### src/rtl/reg_write_arbiter.sv
// Round-robin arbiter that serialises writes from NUM_REQ requesters into one shared
// 8-bit register, reads the value back and returns a per-requester ack/err pulse.
module reg_write_arbiter #(
  parameter int NUM_REQ = 4,
  parameter int ID_W    = $clog2(NUM_REQ)
) (
  input  logic                 clk,
  input  logic                 rst,
  input  logic [NUM_REQ-1:0]   req,
  input  logic [8*NUM_REQ-1:0] req_data,
  output logic [NUM_REQ-1:0]   ack,
  output logic                 err,
  output logic                 busy,
  output logic [ID_W-1:0]      gnt_id,
  output logic                 reg_w_en,
  output logic [7:0]           reg_d,
  input  logic [7:0]           reg_q,
  output logic [15:0]          wr_count
);

  typedef enum logic [1:0] {
    IDLE   = 2'd0,
    WRITE  = 2'd1,
    SETTLE = 2'd2,
    CHECK  = 2'd3
  } state_t;

  state_t               state_q, state_d;
  logic [NUM_REQ-1:0]   ack_q, ack_d;
  logic                 err_q, err_d;
  logic                 busy_q, busy_d;
  logic [ID_W-1:0]      gnt_id_q, gnt_id_d;
  logic [ID_W-1:0]      ptr_q, ptr_d;
  logic                 reg_w_en_q, reg_w_en_d;
  logic [7:0]           reg_d_q, reg_d_d;
  logic [7:0]           data_lat_q, data_lat_d;
  logic [15:0]          wr_count_q, wr_count_d;
  logic [ID_W-1:0]      win_s;
  logic [7:0]           data_arr [NUM_REQ];

  for (genvar g = 0; g < NUM_REQ; g++) begin : g_data_split
    assign data_arr[g] = req_data[8*g +: 8];
  end

  // Search starts just above the last winner, so that winner is examined last.
  function automatic logic [ID_W-1:0] rr_pick(input logic [NUM_REQ-1:0] r,
                                              input logic [ID_W-1:0]    p);
    logic [ID_W-1:0] pick;
    logic            found;
    int              idx;
    pick  = '0;
    found = 1'b0;
    for (int k = 1; k <= NUM_REQ; k++) begin
      idx = (int'(p) + k) % NUM_REQ;
      if (!found && r[ID_W'(idx)]) begin
        pick  = ID_W'(idx);
        found = 1'b1;
      end
    end
    return pick;
  endfunction

  // Next-state and next-output computation for the write sequencer.
  always_comb begin
    state_d    = state_q;
    ack_d      = '0;
    err_d      = 1'b0;
    busy_d     = 1'b0;
    gnt_id_d   = gnt_id_q;
    ptr_d      = ptr_q;
    reg_w_en_d = 1'b0;
    reg_d_d    = reg_d_q;
    data_lat_d = data_lat_q;
    wr_count_d = wr_count_q;
    win_s      = rr_pick(req, ptr_q);
    case (state_q)
      IDLE: begin
        if (|req) begin
          gnt_id_d   = win_s;
          data_lat_d = data_arr[win_s];
          reg_d_d    = data_arr[win_s];
          reg_w_en_d = 1'b1;
          busy_d     = 1'b1;
          state_d    = WRITE;
        end else begin
          state_d    = IDLE;
        end
      end
      WRITE: begin
        busy_d  = 1'b1;
        state_d = SETTLE;
      end
      SETTLE: begin
        // reg_q already carries the value written at the end of WRITE.
        busy_d          = 1'b1;
        ack_d[gnt_id_q] = 1'b1;
        err_d           = (reg_q != data_lat_q);
        state_d         = CHECK;
      end
      CHECK: begin
        ptr_d      = gnt_id_q;
        wr_count_d = wr_count_q + 16'd1;
        state_d    = IDLE;
      end
      default: begin
        state_d = IDLE;
      end
    endcase
  end

  // State and registered-output flops with synchronous reset.
  always_ff @(posedge clk) begin
    if (rst) begin
      state_q    <= IDLE;
      ack_q      <= '0;
      err_q      <= 1'b0;
      busy_q     <= 1'b0;
      gnt_id_q   <= '0;
      ptr_q      <= ID_W'(NUM_REQ - 1);
      reg_w_en_q <= 1'b0;
      reg_d_q    <= 8'h00;
      data_lat_q <= 8'h00;
      wr_count_q <= 16'h0000;
    end else begin
      state_q    <= state_d;
      ack_q      <= ack_d;
      err_q      <= err_d;
      busy_q     <= busy_d;
      gnt_id_q   <= gnt_id_d;
      ptr_q      <= ptr_d;
      reg_w_en_q <= reg_w_en_d;
      reg_d_q    <= reg_d_d;
      data_lat_q <= data_lat_d;
      wr_count_q <= wr_count_d;
    end
  end

  assign ack      = ack_q;
  assign err      = err_q;
  assign busy     = busy_q;
  assign gnt_id   = gnt_id_q;
  assign reg_w_en = reg_w_en_q;
  assign reg_d    = reg_d_q;
  assign wr_count = wr_count_q;

endmodule

### config.mk
export PLATFORM = sky130hd
export DESIGN_NAME = reg_write_arbiter
export DESIGN_NICKNAME = d
export VERILOG_FILES = /design/src/rtl/reg_write_arbiter.sv
export SDC_FILE = /design/constraint.sdc
export NUM_CORES = 1
export LEC_CHECK = 0
export ABC_AREA = 0
export CAP_MARGIN = 30
export CORE_MARGIN = 3
export CORE_UTILIZATION = 40
export DETAILED_ROUTE_END_ITERATION = 8
export PLACE_DENSITY = 0.8
export RECOVER_POWER = 25
export SLEW_MARGIN = 0
export SYNTH_ARGS = -nofsm -noshare
export SYNTH_HDL_FRONTEND = slang
export SYNTH_SLANG_ARGS = --single-unit
### constraint.sdc
create_clock -name clk -period 2.2 [get_ports clk]
set_input_delay 0.33 -clock clk [delete_from_list [all_inputs] [get_ports clk]]
set_output_delay 0.33 -clock clk [all_outputs]
set_load 0.05 [all_outputs]
==> qor.csv, run 1 <==
metric,value,unit
p_clk_frac,0.270,
cap_violations,0,
grt_setup_unrepaired,false,
grt_overflow,0,
wl,5063,µm
ctsResizeCount,0,
nets,338,
path_cells,clkdlybuf4s50_1,
grt_first_pass_wirelength,7886,µm
drive_above_1_share,0.06944,
power.share.switching,0.3534,
finalSetupViolCount,0,
place_congestion,0.8006,
tns,0,ps
post_drt_wl_per_cell,14.98,µm
pwr-share-seq,0.366,
layout_commonest_cell,clkdlybuf4s50_1,
crit_fanout,7,
peakVddDrop,0.4951,mV
fin_crit_sh,0.8870,
path_buf_inv,1,
combPwrFrac,0.364,
cts_root_buffer,clkbuf_8,
cts_num_sinks,37,
insertion_delay,290,ps
cellLeakagePower,0.001087,µW
cp_slowest_cell,clkdlybuf4s50_1,
cell_internal_pwr,1477,µW
core,4202,µm²
cp.required,1870,ps
worst_pin_slew,993.3,ps
hold_viol_final,0,
synth_nets,248,
yosysWarnings,0,
dieArea,5387,µm²
antennaDiodeCount,0,
power_density,807.5,nW/µm²
h-tree-depth,2,
fmax,512.4,MHz
netlist_instances,197,
first_global_vias,1722,
seq_area_frac_synth,0.4077,
p_switching,807.2,µW
crit_family,buffers and inverters,
post_dp_cell_area,2716,µm²
via_per_inst,5.251,
drc,0,
clk_pin_slew,80,ps
cts_tree,yes,
cpPeakStageDelay,860,ps
ctsLongestPathBuffers,2,
hold_path_class,reg -> reg,
drt_first_pass_iters,4,
startpoint_type,register,
fin_area,2829,µm²
initial_core_util,0.4324,
crit_arrival,1620,ps
grtUsageTotal,0.1889,
ant_nets,0,
yosysUniqueCellTypes,38,
fin_skew,6.844,ps
endpoint_kind,output pin,
detailed_place_hpwl,3920,µm
avgSynthCellArea,9.222,µm²
ioPinCount,79,
fp.dieW,73.40,µm
fp-row-count,23,
die_h,73.40,µm
drt_iter0_markers,78,
via_count,1775,
cts_setup_buffers,0,
cts-buffers-inserted,5,
status,finished clean,
layout.cells.most_common_list,"clkdlybuf4s50_1 (77), dfxtp_1 (37), nor2_1 (25)",
min_period,1951,ps
cts_hold_buffers,0,
maxSlewViolCount,0,
syn-cell-area,1817,µm²
ys_ff_latch,37,
area_delta_synth_final,55.72,%
path_class,reg -> out,
port_buffers,78,
slew_headroom,0.3378,
grt_max_degree,22,
grt_antenna_before_repair,0,
-- registers in the layout, indices dropped and copies added (netlist names) --
name / cells
state_q: 2
err: 1
busy: 1
ptr_q: 2
data_lat_q: 8
ack: 4
reg_w_en: 1
wr_count: 16
gnt_id: 2
-- power by group through the flow --
stage	clock network (µW)	logic (µW)	registers (µW)
floorplan	0	282	1060
global placement	0	828	848
detailed placement	0	834	850
CTS	631	845	836
global route	655	889	846
finish	617	831	836
-- metrics by stage --
stage               cells  setup slack [ps]    util  total power, µW  hold WS [ps]
CTS                   338             241.0  0.6751             2312         533.1
global placement      330             59.73  0.6465             1676         504.1
floorplan             197             343.0       -             1347         413.4
global route          338             92.45  0.6733             2389         554.0
finish                338             248.6  0.6733             2284         531.0
detailed placement    330             52.47  0.6465             1685         513.5
-- routing by layer --
metal	routed length, µm	track usage	vias up	share of wire
met3	213	0.03420	7	0.042
met5	0	0	-	0
li1	-	-	882	-
met4	63	0.06036	0	0.012
met2	2595	0.3416	42	0.51
met1	2191	0.2240	844	0.43
-- final timing paths --
path                                            startpoint                          to  slack (ps)  cells past startpoint
worst max register to register       ptr_q[1]$_SDFFE_PP1N_  data_lat_q[3]$_SDFFE_PP0P_         360                      5
worst min register to register  data_lat_q[2]$_SDFFE_PP0P_  data_lat_q[2]$_SDFFE_PP0P_         530                      2
worst max-delay path                gnt_id[0]$_SDFFE_PP0P_                   gnt_id[0]         250                      1
worst min-delay path            data_lat_q[2]$_SDFFE_PP0P_  data_lat_q[2]$_SDFFE_PP0P_         530                      2
-- cell usage after synthesis, drive strengths merged --
cell,count,area [µm²]
and4b,1,10.01
a211o,2,17.52
nand3b,1,7.510
nand4,5,31.28
o21ba,1,10.01
nor2b,4,25.02
nand3,3,15.01
nor4,4,25.02
nor3b,2,15.01
nand2,14,52.55
and4,1,8.760
buf,4,31.27
xnor2,6,52.55
inv,7,26.28
and3,2,12.51
clkbuf,2,7.510
mux2i,15,150.1
or3,3,18.77
o22ai,2,18.77
o21ai,4,20.01
ha,5,62.56
o221ai,5,43.79
nor2,25,93.84
a211oi,4,30.03
a21oi,6,30.03
o41ai,1,16.27
xor2,14,122.6
nor3,5,25.02
a21o,1,7.510
nand2b,4,25.02
dfxtp,37,740.7
a2111oi,6,56.31
a21boi,1,7.510
-- cell families after synthesis --
| kind of cell | synth area share |
|---|---|
| compound gates | 0.1419 |
| xor+xnor | 0.09642 |
| fa+ha+maj | 0.03444 |
| buf+inv | 0.03581 |
| flops | 0.4077 |
| mux | 0.08264 |
| simple gates | 0.2011 |
-- area by class of cell --
| cell class | instances | area [µm²] |
|---|---|---|
| multi-input cells | 147 | 1011 |
| well taps | 50 | 62.56 |
| fillers | 357 | 1373 |
| inverters | 7 | 26.28 |
| clock inverters | 2 | 37.54 |
| flip-flops and latches | 37 | 740.7 |
| clock buffers | 6 | 82.58 |
| repair buffers | 89 | 868.3 |
No activity file was read; power rests on OpenSTA's default activity.
==> run 2, diff against run 1 <==
--- a/config.mk
+++ b/config.mk
@@ -6,7 +6,7 @@
 export NUM_CORES = 1
 export LEC_CHECK = 0
 export ABC_AREA = 0
-export CAP_MARGIN = 30
+export CAP_MARGIN = 0
 export CORE_MARGIN = 3
 export CORE_UTILIZATION = 40
 export DETAILED_ROUTE_END_ITERATION = 8
==> results of run 2 <==
The final DEF is identical to that of run 1; final timing and power are the same.
